==> config.mk <==
export PLATFORM = sky130hd
export DESIGN_NAME = csr_counter_unit
export DESIGN_NICKNAME = d
export VERILOG_FILES = /design/src/rtl/csr_pkg.sv /design/src/rtl/csr_counter64.sv /design/src/rtl/csr_counter_unit.sv
export SDC_FILE = /design/constraint.sdc
export NUM_CORES = 1
export LEC_CHECK = 0
export BUFFER_PORTS_ARGS = -buffer_cell sky130_fd_sc_hd__buf_2
export CORE_ASPECT_RATIO = 0.9
export CORE_MARGIN = 3
export CORE_UTILIZATION = 45
export CTS_CLUSTER_SIZE = 16
export DETAILED_ROUTE_END_ITERATION = 8
export PLACE_DENSITY = 0.78
export SLEW_MARGIN = 20
export SYNTH_ARGS = -nofsm -noshare
export SYNTH_HDL_FRONTEND = slang
export SYNTH_SLANG_ARGS = --single-unit
==> constraint.sdc <==
create_clock -name clk -period 2.5 [get_ports clk]
set_clock_uncertainty 0.1 [all_clocks]
set_input_delay 0 -clock clk [delete_from_list [all_inputs] [get_ports clk]]
set_output_delay 0 -clock clk [all_outputs]
set_load 0.02 [all_outputs]
==> src/rtl/csr_pkg.sv <==
// rtl/csr_pkg.sv - shared CSR addresses, op encodings and update helper
package csr_pkg;

    // Writable machine counter and scratch CSRs
    localparam logic [11:0] CSR_MCYCLE        = 12'hB00;
    localparam logic [11:0] CSR_MCYCLEH       = 12'hB80;
    localparam logic [11:0] CSR_MINSTRET      = 12'hB02;
    localparam logic [11:0] CSR_MINSTRETH     = 12'hB82;
    localparam logic [11:0] CSR_MSCRATCH      = 12'h340;
    localparam logic [11:0] CSR_MCOUNTINHIBIT = 12'h320;

    // User-level read-only shadows of the counters
    localparam logic [11:0] CSR_CYCLE         = 12'hC00;
    localparam logic [11:0] CSR_CYCLEH        = 12'hC80;
    localparam logic [11:0] CSR_INSTRET       = 12'hC02;
    localparam logic [11:0] CSR_INSTRETH      = 12'hC82;

    // mcountinhibit bit positions that are actually stored
    localparam int INH_CY = 0;
    localparam int INH_IR = 2;

    typedef enum logic [2:0] {
        OP_RW  = 3'b001,
        OP_RS  = 3'b010,
        OP_RC  = 3'b011,
        OP_RWI = 3'b101,
        OP_RSI = 3'b110,
        OP_RCI = 3'b111
    } csr_op_e;

    // Register and immediate forms share the same update; only the source differs
    function automatic logic [31:0] csr_apply(input logic [2:0] op,
                                              input logic [31:0] old,
                                              input logic [31:0] src);
        logic [31:0] res;
        case (op)
            OP_RW, OP_RWI: res = src;
            OP_RS, OP_RSI: res = old | src;
            OP_RC, OP_RCI: res = old & ~src;
            default:       res = old;
        endcase
        return res;
    endfunction

endpackage

==> src/rtl/csr_counter64.sv <==
// rtl/csr_counter64.sv - 64-bit counter with per-half write that overrides increment
module csr_counter64 (
    input  logic        clk,
    input  logic        rst,
    input  logic        inc,
    input  logic        we_lo,
    input  logic        we_hi,
    input  logic [31:0] wdata,
    output logic [63:0] cnt
);

    // A half-write leaves the other half untouched and drops that cycle's increment
    always_ff @(posedge clk or negedge rst) begin
        if (!rst) begin
            cnt <= '0;
        end else if (we_lo) begin
            cnt[31:0] <= wdata;
        end else if (we_hi) begin
            cnt[63:32] <= wdata;
        end else if (inc) begin
            cnt <= cnt + 64'd1;
        end
    end

endmodule

==> src/rtl/csr_counter_unit.sv <==
// rtl/csr_counter_unit.sv - machine counter CSR write side with legality check
module csr_counter_unit
    import csr_pkg::*;
#(
    parameter int XLEN        = 32,
    parameter int CNT_W       = 64,
    parameter int HAS_INHIBIT = 1
) (
    input  logic             clk,
    input  logic             rst,
    input  logic             csr_en,
    input  logic             stall,
    input  logic [2:0]       func3,
    input  logic [11:0]      csr_addr,
    input  logic [4:0]       src_idx,
    input  logic [XLEN-1:0]  rs1_data,
    input  logic             retire,
    output logic [CNT_W-1:0] cycle_o,
    output logic [CNT_W-1:0] instret_o,
    output logic [XLEN-1:0]  mscratch_o,
    output logic [XLEN-1:0]  mcountinhibit_o,
    output logic             illegal_o
);

    localparam logic [XLEN-1:0] INH_MASK = (XLEN'(1) << INH_CY) | (XLEN'(1) << INH_IR);

    logic [63:0]     cyc_cnt;
    logic [63:0]     ir_cnt;
    logic [XLEN-1:0] src;
    logic [XLEN-1:0] old_val;
    logic [XLEN-1:0] new_val;
    logic            is_rw;
    logic            is_ro;
    logic            wr_form;
    logic            go;
    logic            wr_en;
    logic            illegal_d;

    // Address decode, operand select and legality of the EX-stage CSR access
    always_comb begin
        is_rw   = 1'b0;
        is_ro   = 1'b0;
        old_val = '0;
        case (csr_addr)
            CSR_MCYCLE:        begin is_rw = 1'b1; old_val = cyc_cnt[31:0];  end
            CSR_MCYCLEH:       begin is_rw = 1'b1; old_val = cyc_cnt[63:32]; end
            CSR_MINSTRET:      begin is_rw = 1'b1; old_val = ir_cnt[31:0];   end
            CSR_MINSTRETH:     begin is_rw = 1'b1; old_val = ir_cnt[63:32];  end
            CSR_MSCRATCH:      begin is_rw = 1'b1; old_val = mscratch_o;     end
            CSR_MCOUNTINHIBIT: begin is_rw = 1'b1; old_val = mcountinhibit_o; end
            CSR_CYCLE, CSR_CYCLEH, CSR_INSTRET, CSR_INSTRETH: is_ro = 1'b1;
            default: ;
        endcase
        src       = func3[2] ? {{(XLEN-5){1'b0}}, src_idx} : rs1_data;
        // Set/clear with a zero source (x0 or zimm 0) is a pure read
        wr_form   = (func3[1:0] == 2'b01) || ((func3[1:0] != 2'b00) && (src_idx != 5'd0));
        new_val   = csr_apply(func3, old_val, src);
        go        = csr_en && !stall;
        illegal_d = go && (!(is_rw || is_ro) || (is_ro && wr_form));
        wr_en     = go && is_rw && wr_form;
    end

    csr_counter64 u_mcycle (
        .clk   (clk),
        .rst   (rst),
        .inc   (!mcountinhibit_o[INH_CY]),
        .we_lo (wr_en && (csr_addr == CSR_MCYCLE)),
        .we_hi (wr_en && (csr_addr == CSR_MCYCLEH)),
        .wdata (new_val),
        .cnt   (cyc_cnt)
    );

    // Retire is a WB event, so it counts regardless of the EX stall
    csr_counter64 u_minstret (
        .clk   (clk),
        .rst   (rst),
        .inc   (retire && !mcountinhibit_o[INH_IR]),
        .we_lo (wr_en && (csr_addr == CSR_MINSTRET)),
        .we_hi (wr_en && (csr_addr == CSR_MINSTRETH)),
        .wdata (new_val),
        .cnt   (ir_cnt)
    );

    // Scratch/inhibit registers and the one-cycle illegal pulse
    always_ff @(posedge clk or negedge rst) begin
        if (!rst) begin
            mscratch_o      <= '0;
            mcountinhibit_o <= '0;
            illegal_o       <= 1'b0;
        end else begin
            illegal_o <= illegal_d;
            if (wr_en && (csr_addr == CSR_MSCRATCH)) begin
                mscratch_o <= new_val;
            end
            if (wr_en && (csr_addr == CSR_MCOUNTINHIBIT) && (HAS_INHIBIT != 0)) begin
                mcountinhibit_o <= new_val & INH_MASK;
            end
        end
    end

    assign cycle_o   = cyc_cnt;
    assign instret_o = ir_cnt;

endmodule

[Yosys cells after proc, flatten, opt, wreduce, memory -nomap -nowiden]
Index checks and enable logic that the tools add are counted.
Word-level totals
  bits in registers: 163
  bits in latches: 0
  RAM bits: 0
  ROM bits: 0
  input bits: 57
  output and inout bits: 193
  logic and storage cells: 80
  memories kept: 0
Operators by class
  $add $sub $neg: 2
  multiply operators: 0
  divide/modulo/power cells: 0
  order comparisons: 0
  equal/unequal tests: 21
  shift operators: 0
  mux-type cells: 13
  bitwise operators: 5
  reduce and logical (&&, ||, !) cells: 32
Operator list (number)
  $mux W32: 7
  $pmux W32 S6: 1
  $add A64 B1 Y64 const B: 2
  $mux W64: 2
  $eq A12 B12 Y1 const B: 8
  $pmux W32 S3: 1
  $and A32 B32 Y32: 1
  $not A32 Y32: 1
  $or A32 B32 Y32: 1
  $eq A12 B10 Y1 const B: 2
  $logic_and A1 B1 Y1: 13
  $eq A3 B3 Y1 const B: 3
  $ne A2 B1 Y1 const B: 4
  $reduce_and A2 Y1: 4
  $eq A3 B2 Y1 const B: 2
  $reduce_bool A2 Y1: 3
  $reduce_or A2 Y1: 3
  $reduce_or A6 Y1: 1
  $reduce_bool A5 Y1: 1
  $reduce_or A4 Y1: 1
  $eq A3 B1 Y1 const B: 1
  $logic_not A1 Y1: 3
  $logic_or A1 B1 Y1: 3
  $eq A2 B1 Y1 const B: 1
  other kinds (2): 4

[Logic depth before layout (Yosys ltp)]
Gate-level depths: netlist of run 1.
  depth in word-level cells: 8
  gate-level depth with buffers: 9
  gate-level depth less buffers: 7

[Cells and area by module]
From an unflattened synthesis of run 1, not the netlist that was laid out.
Second synthesis, totals
  cells, all modules: 1576
  area total of the unflattened synthesis: 13012.5 um^2
Modules (own cells, without submodules)
  csr_counter_unit: times used 1, cells an instance 535, area each 4418.0 um^2, seq. area each 875.8 um^2
  csr_counter64 (u_minstret): times used 1, cells an instance 523, area each 4351.7 um^2, seq. area each 1601.5 um^2
  csr_counter64 (u_mcycle): times used 1, cells an instance 518, area each 4242.8 um^2, seq. area each 1601.5 um^2

[Worst setup path after synthesis of run 1]
OpenSTA, ideal clock, no wires.
  path kind: register to register
  start point: reg u_minstret.cnt[6]
  end point: reg u_minstret.cnt[59]
  library setup time: 0.087 ns
  arrival time: 2.225 ns
  required time: 2.313 ns
  setup slack: 0.088 ns
  cell stages (with the launch flop): 8
  buffers on the path: 1
  clock period less this slack: 2.412 ns
  cells stage by stage: dfrtp_1 -> and4_1 -> buf_2 -> nand4_4 -> or4b_4 -> o41ai_1 -> a21oi_1 -> a211oi_2
Between the ends
  word-level cells in the longest chain between the ends: 3
Ends and longest elaborated chain
  start: declaration: RTL line csr_counter64.sv:9  | output logic [63:0] cnt
  start signal: assignment: RTL line csr_counter64.sv:17  | cnt[31:0] <= wdata;
  start signal: assignment: RTL line csr_counter64.sv:21  | cnt <= cnt + 64'd1;
  $add A64 B1 Y64: RTL line csr_counter64.sv:21
  $mux W64: RTL line csr_counter64.sv:20  | end else if (inc) begin
  $mux W32: RTL line csr_counter64.sv:18  | end else if (we_hi) begin
No other way between the ends. The select of a mux whose other input is x is not followed.
A chain may end at the register's enable or synchronous reset.

[Worst setup path after layout of run 1]
  start point: reg u_minstret.cnt[18]
  end point: reg u_minstret.cnt[61]
Same word-level chain as after synthesis.

==> results of run 1 <==
## sequential cells by signal, indices dropped and copies added (netlist names)
name             cells
illegal_o            1
u_mcycle.cnt        64
mcountinhibit_o      2
mscratch_o          32
u_minstret.cnt      64
## kinds of logic (layout without fill, tap and decap cells)
group,after synthesis,in the layout,share of synthesized area
AND/OR/NAND/NOR,563,563,0.249
AO/OA/AOI/OAI,315,315,0.181
flip-flops,163,163,0.334
buffers and inverters,139,512,0.0590
multiplexers,129,129,0.107
XOR/XNOR,93,93,0.0667
adder cells (fa/ha/maj),2,2,0.00205
other,1,30,0.000307
## how the worst max path moves through the flow
stage / startpoint / to / cells past startpoint
3_3_place_gp: u_minstret.cnt[0]$_DFFE_PN0P_ / u_minstret.cnt[54]$_DFFE_PN0P_ / 7
3_5_place_dp: u_minstret.cnt[0]$_DFFE_PN0P_ / u_minstret.cnt[32]$_DFFE_PN0P_ / 10
4_1_cts: u_minstret.cnt[0]$_DFFE_PN0P_ / u_minstret.cnt[32]$_DFFE_PN0P_ / 10
2_1_floorplan: u_minstret.cnt[6]$_DFFE_PN0P_ / u_minstret.cnt[59]$_DFFE_PN0P_ / 7
5_1_grt: u_minstret.cnt[0]$_DFFE_PN0P_ / u_minstret.cnt[34]$_DFFE_PN0P_ / 9
6_report: u_minstret.cnt[18]$_DFFE_PN0P_ / u_minstret.cnt[61]$_DFFE_PN0P_ / 7
## layer usage
layer  track usage  wire (µm)  up-vias
met1         0.524      22100     6740
met2         0.548      23600     1115
met5             0          0        -
met4         0.183       3170        0
li1              -          -     6060
met3        0.0884       7240      182
## power breakdown
group          internal [W]  switching, W
sequential          0.00276     0.0000774
clock               0.00131       0.00131
combinational      0.000647       0.00106
total               0.00471       0.00245
## stage by stage
step / setup TNS, ns / hold slack [ns] / setup slack, ns / utilization
CTS: 0 / 0.0249 / 0.0425 / 0.597
finish: 0 / -0.0151 / 0.0903 / 0.600
global route: -0.108 / 0.0584 / -0.0308 / 0.600
detailed placement: -0.0370 / -0.0711 / -0.0359 / 0.574
floorplan: 0 / -0.396 / 0.0882 / -
global placement: 0 / -0.0810 / 0.0225 / 0.574
## cells in the final DEF (no fill, tap or decap), types with 9 or more instances in the layout
cell type | Yosys | routed
nand3_1 | 72 | 72
nor2_1 | 63 | 61
dfrtp_1 | 163 | 161
o211ai_1 | 37 | 37
o21ai_0 | 69 | 69
and3_1 | 19 | 19
mux2_2 | 12 | 12
and2_1 | 19 | 19
buf_2 | 33 | 217
o221ai_1 | 30 | 30
clkbuf_16 | 0 | 17
inv_1 | 19 | 19
conb_1 | 1 | 30
nand4_1 | 51 | 51
buf_12 | 0 | 12
a22oi_1 | 9 | 9
and4_1 | 18 | 16
nor4_1 | 34 | 27
nor2b_1 | 29 | 29
a21oi_1 | 60 | 60
a31oi_1 | 13 | 13
xnor2_1 | 63 | 63
nor3_1 | 51 | 49
xor2_1 | 30 | 30
mux2i_1 | 117 | 117
or3_1 | 17 | 17
nand2_1 | 138 | 137
a221o_1 | 21 | 21
buf_4 | 36 | 228
## what timing repair did
item                                   in CTS  in global routing
setup endpoints to repair                   3                 23
hold buffers                                3                  0
gates resized for setup                     2                 14
endpoints found under the hold margin     165                  0
pin swaps                                   0                  3
setup buffers                               0                  5
## layout make-up
class / instances / area share
multi-input cells: 1132 / 0.481
flip-flops and latches: 163 / 0.258
repair buffers: 461 / 0.195
well taps: 348 / 0.0275
clock buffers: 18 / 0.0271
clock inverters: 14 / 0.00759
inverters: 19 / 0.00451
==> impl_table.tex, run 1 <==
\begin{tabular}{lr}
\hline
Metric & Value \\
\hline
\multicolumn{2}{l}{\textbf{Run}} \\
\quad Number of max-cap violations & 0 \\
\multicolumn{2}{l}{\textbf{Layout}} \\
\quad Final instance count without filler cells & 2155 \\
\quad Ratio of cells with drive above 1 in the final layout & 0.305 \\
\quad Summed area of non-filler cells in the final layout & 15800 µm² \\
\quad N\_diodes & 0 \\
\quad NumNets Final & 1853 \\
\quad Area growth, synth to finish & 29.6\% \\
\quad Reg area & 4080 µm² \\
\quad Number of filler instances in the final layout & 2377 \\
\quad Area of the multi-input gates & 7600 µm² \\
\multicolumn{2}{l}{\textbf{Logic synthesis}} \\
\quad Largest cells by area after synthesis & dfrtp\_1 (33\%), mux2i\_1 (9.6\%), xnor2\_1 (4.5\%) \\
\quad Sequential cell area fraction in the yosys report & 0.334 \\
\quad Warning count from the yosys run & 0 \\
\quad Synth area leader & dfrtp\_1 \\
\quad Library cell with the highest instance count after synthesis & dfrtp\_1 \\
\quad EDFF count, synth & 0 \\
\quad Average cell area after synthesis & 8.69 µm² \\
\quad Yosys top cell area share & 0.334 \\
\quad Combined area of all synthesized cells & 12200 µm² \\
\quad Instance count of the mapped netlist & 1405 \\
\quad Async set or reset register ratio after synthesis & 1.00 \\
\quad Flip-flop cell with the highest count after synthesis & dfrtp\_1 \\
\quad Count of distinct cell types in the synthesized netlist & 82 \\
\quad List of most frequent post-synthesis cells & dfrtp\_1 (163), nand2\_1 (138), mux2i\_1 (117), nand3\_1 (72), o21ai\_0 (69) \\
\quad Number of flip-flops and latches in the synthesized netlist & 163 \\
\multicolumn{2}{l}{\textbf{Power and ir drop}} \\
\quad VDD IR max & 0.000498 V \\
\quad Power density over the cells & 453 nW/µm² \\
\quad LEAKAGE & 6.93 nW \\
\quad Power after layout & 0.00716 W \\
\multicolumn{2}{l}{\textbf{Setup path}} \\
\quad Worst path most repeated cell & nand4\_1 \\
\quad Required time of the worst setup path & 2.75 ns \\
\quad WP buf/inv & 1 \\
\quad Category of cells accounting for the largest share of critical-path delay & simple AND/OR/NAND/NOR gates \\
\quad Worst path arrival time & 2.66 ns \\
\quad Critical path's slowest cell & dfrtp\_1 \\
\quad Number of cell instances on the worst register-to-register path & 7 \\
\quad CP cell instances & nand4\_1, nor4\_2, nand4\_1, nor4\_1, buf\_4, mux2\_2, o211ai\_1 \\
\quad Startpoint-to-endpoint class of the critical path & flop to flop \\
\quad Endpoint of the most critical register-to-register path & u\_minstret.cnt[61]\$\_DFFE\_PN0P\_ \\
\quad Slowest cell delay on critical path & 0.40 ns \\
\quad Worst-case register-to-register setup slack & 0.09 ns \\
\quad CP Max Fanout & 4 \\
\quad Critical Path Sink Type & flop \\
\quad Nature of the critical path startpoint & flop \\
\quad Start of the worst register-to-register path & u\_minstret.cnt[18]\$\_DFFE\_PN0P\_ \\
\multicolumn{2}{l}{\textbf{Route}} \\
\quad Count of unresolved DRC violations after routing & 0 \\
\quad Iter 0 DRT Violations & 2079 \\
\quad Antenna-violating nets left & 0 \\
\quad Total wire length & 56100 µm \\
\quad DRT Pass-1 Iters & 7 \\
\quad Via count & 14.1k \\
\quad Post-DR vias/cell & 6.54 \\
\quad Wire per inst & 26.0 µm \\
\multicolumn{2}{l}{\textbf{Timing}} \\
\quad Share of the clock period used by the worst path & 0.964 \\
\quad Normalized max-slew margin & 0.423 \\
\quad Max frequency & 0.415 GHz \\
\quad Final setup violation count & 0 \\
\quad Number of hold violations in the final report & 4 \\
\quad Worst hold slack & -0.0151 ns \\
\quad Number of max-slew violations in the final report & 0 \\
\quad Tightest Pin Transition & 0.865 ns \\
\quad Final Critical Period & 2.41 ns \\
\multicolumn{2}{l}{\textbf{Floorplan}} \\
\quad Rows & 56 \\
\quad Boundary Pins & 250 \\
\quad Floorplan core area & 26300 µm² \\
\quad Starting density of the core & 0.463 \\
\quad Die span in y & 162 µm \\
\quad Die X & 180 µm \\
\quad Die Area & 29100 µm² \\
\multicolumn{2}{l}{\textbf{Placement}} \\
\quad Post-Place Cells & 2115 \\
\quad Count of buffers inserted at the top-level ports & 219 \\
\quad Detailed placer's ending HPWL & 43100 µm \\
\quad Final estimated routing congestion in global placement & 1.06 \\
\quad Placed instance area & 15100 µm² \\
\multicolumn{2}{l}{\textbf{Global routing}} \\
\quad Initial antenna violation count & 0 \\
\quad Leftover overflow at the end of global routing & 0 \\
\quad GR Util All Layers & 0.375 \\
\quad Pin count of the biggest net entering global routing & 59 \\
\quad Wire length of the first global-routing pass & 83800 µm \\
\quad Via count of the first global-routing pass & 13.3k \\
\multicolumn{2}{l}{\textbf{Hold path}} \\
\quad Class of the tightest hold or removal check & primary input to async pin \\
\multicolumn{2}{l}{\textbf{Run status}} \\
\quad Violated checks & hold timing \\
\quad Outcome & complete, but fails checks \\
\multicolumn{2}{l}{\textbf{Clock tree}} \\
\quad H-tree Lvls & 4 \\
\quad Clock insertion delay at the later pin of the skew report & 0.45 ns \\
\quad TritonCTS clock tree & built \\
\quad Clk Tree Root Cell & clkbuf\_16 \\
\quad Num Clock Sinks & 163 \\
\quad Register clock-pin slew on the reported worst setup and hold paths & 0.08 ns \\
\quad Number of buffers on the longest clock path & 2 \\
\quad Inserted Clock Buffers & 17 \\
\hline
\end{tabular}
No activity file was read; power rests on OpenSTA's default activity.
==> inputs of run 2 (changes only) <==
==> constraint.sdc (replaced) <==
create_clock -name clk -period 2.5 [get_ports clk]
set_clock_uncertainty 0.1 [all_clocks]
set_input_delay 0.125 -clock clk [delete_from_list [all_inputs] [get_ports clk]]
set_output_delay 0.125 -clock clk [all_outputs]
set_load 0.02 [all_outputs]
==> run 2 against run 1 <==
The run now ends clean. Global-route usage is 0.41 points lower. Non-clock buffer count increased by 20. Clock-buffer cell count unchanged. Total power grew 4.4%. Largest cell class unchanged.
==> impl_table.tex, run 2 (same netlist as run 1, synthesis figures left out) <==
\begin{tabular}{lr}
\hline
Metric & Value \\
\hline
\multicolumn{2}{l}{\textbf{Layout}} \\
\quad Leading cell type in the layout, fill and taps excluded & buf\_4 \\
\quad Top library cells by usage in the layout, fill and taps aside & buf\_4 (249), buf\_2 (217), dfrtp\_1 (161) \\
\quad Final instance count without filler cells & 2176 \\
\quad Ratio of cells with drive above 1 in the final layout & 0.315 \\
\quad Area of the multi-input gates & 7620 µm² \\
\quad Registers with the highest flip-flop counts & u\_mcycle.cnt x64, u\_minstret.cnt x64, mscratch\_o x32 \\
\quad Area growth, synth to finish & 31.7\% \\
\quad NumNets Final & 1873 \\
\quad Number of filler instances in the final layout & 2322 \\
\quad Reg area & 4080 µm² \\
\multicolumn{2}{l}{\textbf{Route}} \\
\quad Wire per inst & 25.7 µm \\
\quad Post-DR vias/cell & 6.49 \\
\quad Total wire length & 55900 µm \\
\quad DRT Pass-1 Iters & 6 \\
\quad Antenna-violating nets left & 0 \\
\quad Count of unresolved DRC violations after routing & 0 \\
\quad Via count & 14.1k \\
\quad Iter 0 DRT Violations & 2060 \\
\multicolumn{2}{l}{\textbf{Setup path}} \\
\quad Required time of the worst setup path & 2.73 ns \\
\quad Slowest cell delay on critical path & 0.59 ns \\
\quad Category of cells accounting for the largest share of critical-path delay & simple AND/OR/NAND/NOR gates \\
\quad Nature of the critical path startpoint & flop \\
\quad CP Max Fanout & 5 \\
\quad Startpoint-to-endpoint class of the critical path & flop to flop \\
\quad CP cell instances & nand4\_1, or3\_4, or4\_4, nor2\_1, nor3\_1, a211oi\_1 \\
\quad Worst path arrival time & 2.71 ns \\
\quad Critical Path Sink Type & flop \\
\quad Critical path's slowest cell & or4\_4 \\
\quad WP buf/inv & 0 \\
\multicolumn{2}{l}{\textbf{Timing}} \\
\quad Normalized max-slew margin & 0.410 \\
\quad Setup TNS & 0 ns \\
\quad Max frequency & 0.403 GHz \\
\quad Share of the clock period used by the worst path & 0.993 \\
\quad Number of max-slew violations in the final report & 0 \\
\quad Final Critical Period & 2.48 ns \\
\quad Final setup violation count & 0 \\
\quad Number of hold violations in the final report & 0 \\
\quad Tightest Pin Transition & 0.881 ns \\
\multicolumn{2}{l}{\textbf{Hold path}} \\
\quad Class of the tightest hold or removal check & primary input to async pin \\
\multicolumn{2}{l}{\textbf{Clock tree}} \\
\quad Number of buffers on the longest clock path & 2 \\
\quad Register clock-pin slew on the reported worst setup and hold paths & 0.08 ns \\
\quad H-tree Lvls & 4 \\
\quad Clock insertion delay at the later pin of the skew report & 0.45 ns \\
\quad Inserted Clock Buffers & 17 \\
\quad Clk Tree Root Cell & clkbuf\_16 \\
\quad Num Clock Sinks & 163 \\
\quad TritonCTS clock tree & built \\
\multicolumn{2}{l}{\textbf{Power and ir drop}} \\
\quad Power density over the cells & 465 nW/µm² \\
\quad LEAKAGE & 7.04 nW \\
\quad VDD IR max & 0.000704 V \\
\multicolumn{2}{l}{\textbf{Global routing}} \\
\quad GR Util All Layers & 0.371 \\
\quad Leftover overflow at the end of global routing & 0 \\
\quad Pin count of the biggest net entering global routing & 52 \\
\quad Wire length of the first global-routing pass & 83500 µm \\
\quad Initial antenna violation count & 1 \\
\quad Via count of the first global-routing pass & 13.3k \\
\multicolumn{2}{l}{\textbf{Run}} \\
\quad Number of max-cap violations & 0 \\
\multicolumn{2}{l}{\textbf{Floorplan}} \\
\quad Die Area & 29100 µm² \\
\quad Rows & 56 \\
\quad Floorplan core area & 26300 µm² \\
\quad Die span in y & 162 µm \\
\quad Die X & 180 µm \\
\quad Boundary Pins & 250 \\
\quad Starting density of the core & 0.463 \\
\multicolumn{2}{l}{\textbf{Placement}} \\
\quad Post-Place Cells & 2137 \\
\quad Final estimated routing congestion in global placement & 1.09 \\
\quad Detailed placer's ending HPWL & 43200 µm \\
\quad Count of buffers inserted at the top-level ports & 219 \\
\multicolumn{2}{l}{\textbf{Run status}} \\
\quad Outcome & finished clean \\
\hline
\end{tabular}
[run 2: power breakdown]
| group | switching (W) | internal (W) | total [W] |
|---|---|---|---|
| clock network | 0.00128 | 0.00161 | 0.00289 |
| logic | 0.00105 | 0.000667 | 0.00172 |
| registers | 0.000115 | 0.00276 | 0.00287 |
| total | 0.00244 | 0.00504 | 0.00748 |
[run 2: per-stage QoR]
stage,power (W),cell area (µm²),hold WS [ns],utilization,worst slack (ns)
6_report,0.00748,16100,0.109,0.610,0.0185
4_1_cts,0.00738,16000,0.123,0.605,0.0195
5_1_grt,0.00770,16100,0.156,0.610,-0.00317
3_3_place_gp,0.00450,15300,0.0257,0.581,-0.268
2_1_floorplan,0.00377,12300,-0.271,-,0.0882
3_5_place_dp,0.00453,15300,0.0257,0.581,-0.261
[run 2: cell type report]
cell class,count,share of cell area
antenna,1,0.000156
clock buffer,18,0.0267
clock inverter,14,0.0122
inverter,19,0.00444
multi-input combinational,1132,0.474
sequential,163,0.254
tap,348,0.0271
timing repair buffer,481,0.201
[run 2: routing by layer]
layer | GRT usage | part of all wire | vias up
met5 | 0 | 0 | -
met2 | 0.553 | 0.43 | 1119
met3 | 0.0931 | 0.13 | 198
li1 | - | - | 6096
met4 | 0.161 | 0.052 | 0
met1 | 0.513 | 0.39 | 6713
[run 2: what timing repair did]
| item | 4_1_cts | 5_1_grt |
|---|---|---|
| buffers inserted | 0 | 5 |
| pin swaps | 0 | 8 |
| hold buffers | 1 | 0 |
| endpoints found under the setup margin | 1 | 26 |
| hold endpoints to repair | 48 | 0 |
| resized for setup | 1 | 19 |
[run 2: final timing paths]
kind | slack [ns] | start | end | depth (start not counted)
worst max-delay path | 0.02 | u_mcycle.cnt[29]$_DFFE_PN0P_ | u_mcycle.cnt[34]$_DFFE_PN0P_ | 6
worst min-delay path | 0.11 | rst | u_minstret.cnt[6]$_DFFE_PN0P_ | 2
worst max register to register | 0.02 | u_mcycle.cnt[29]$_DFFE_PN0P_ | u_mcycle.cnt[34]$_DFFE_PN0P_ | 6
worst min register to register | 0.42 | mscratch_o[8]$_DFFE_PN0P_ | mscratch_o[8]$_DFFE_PN0P_ | 2
max in group asynchronous | 1.35 | rst | u_minstret.cnt[24]$_DFFE_PN0P_ | 3
min in group clk | 0.17 | csr_addr[10] | illegal_o$_DFF_PN0_ | 3
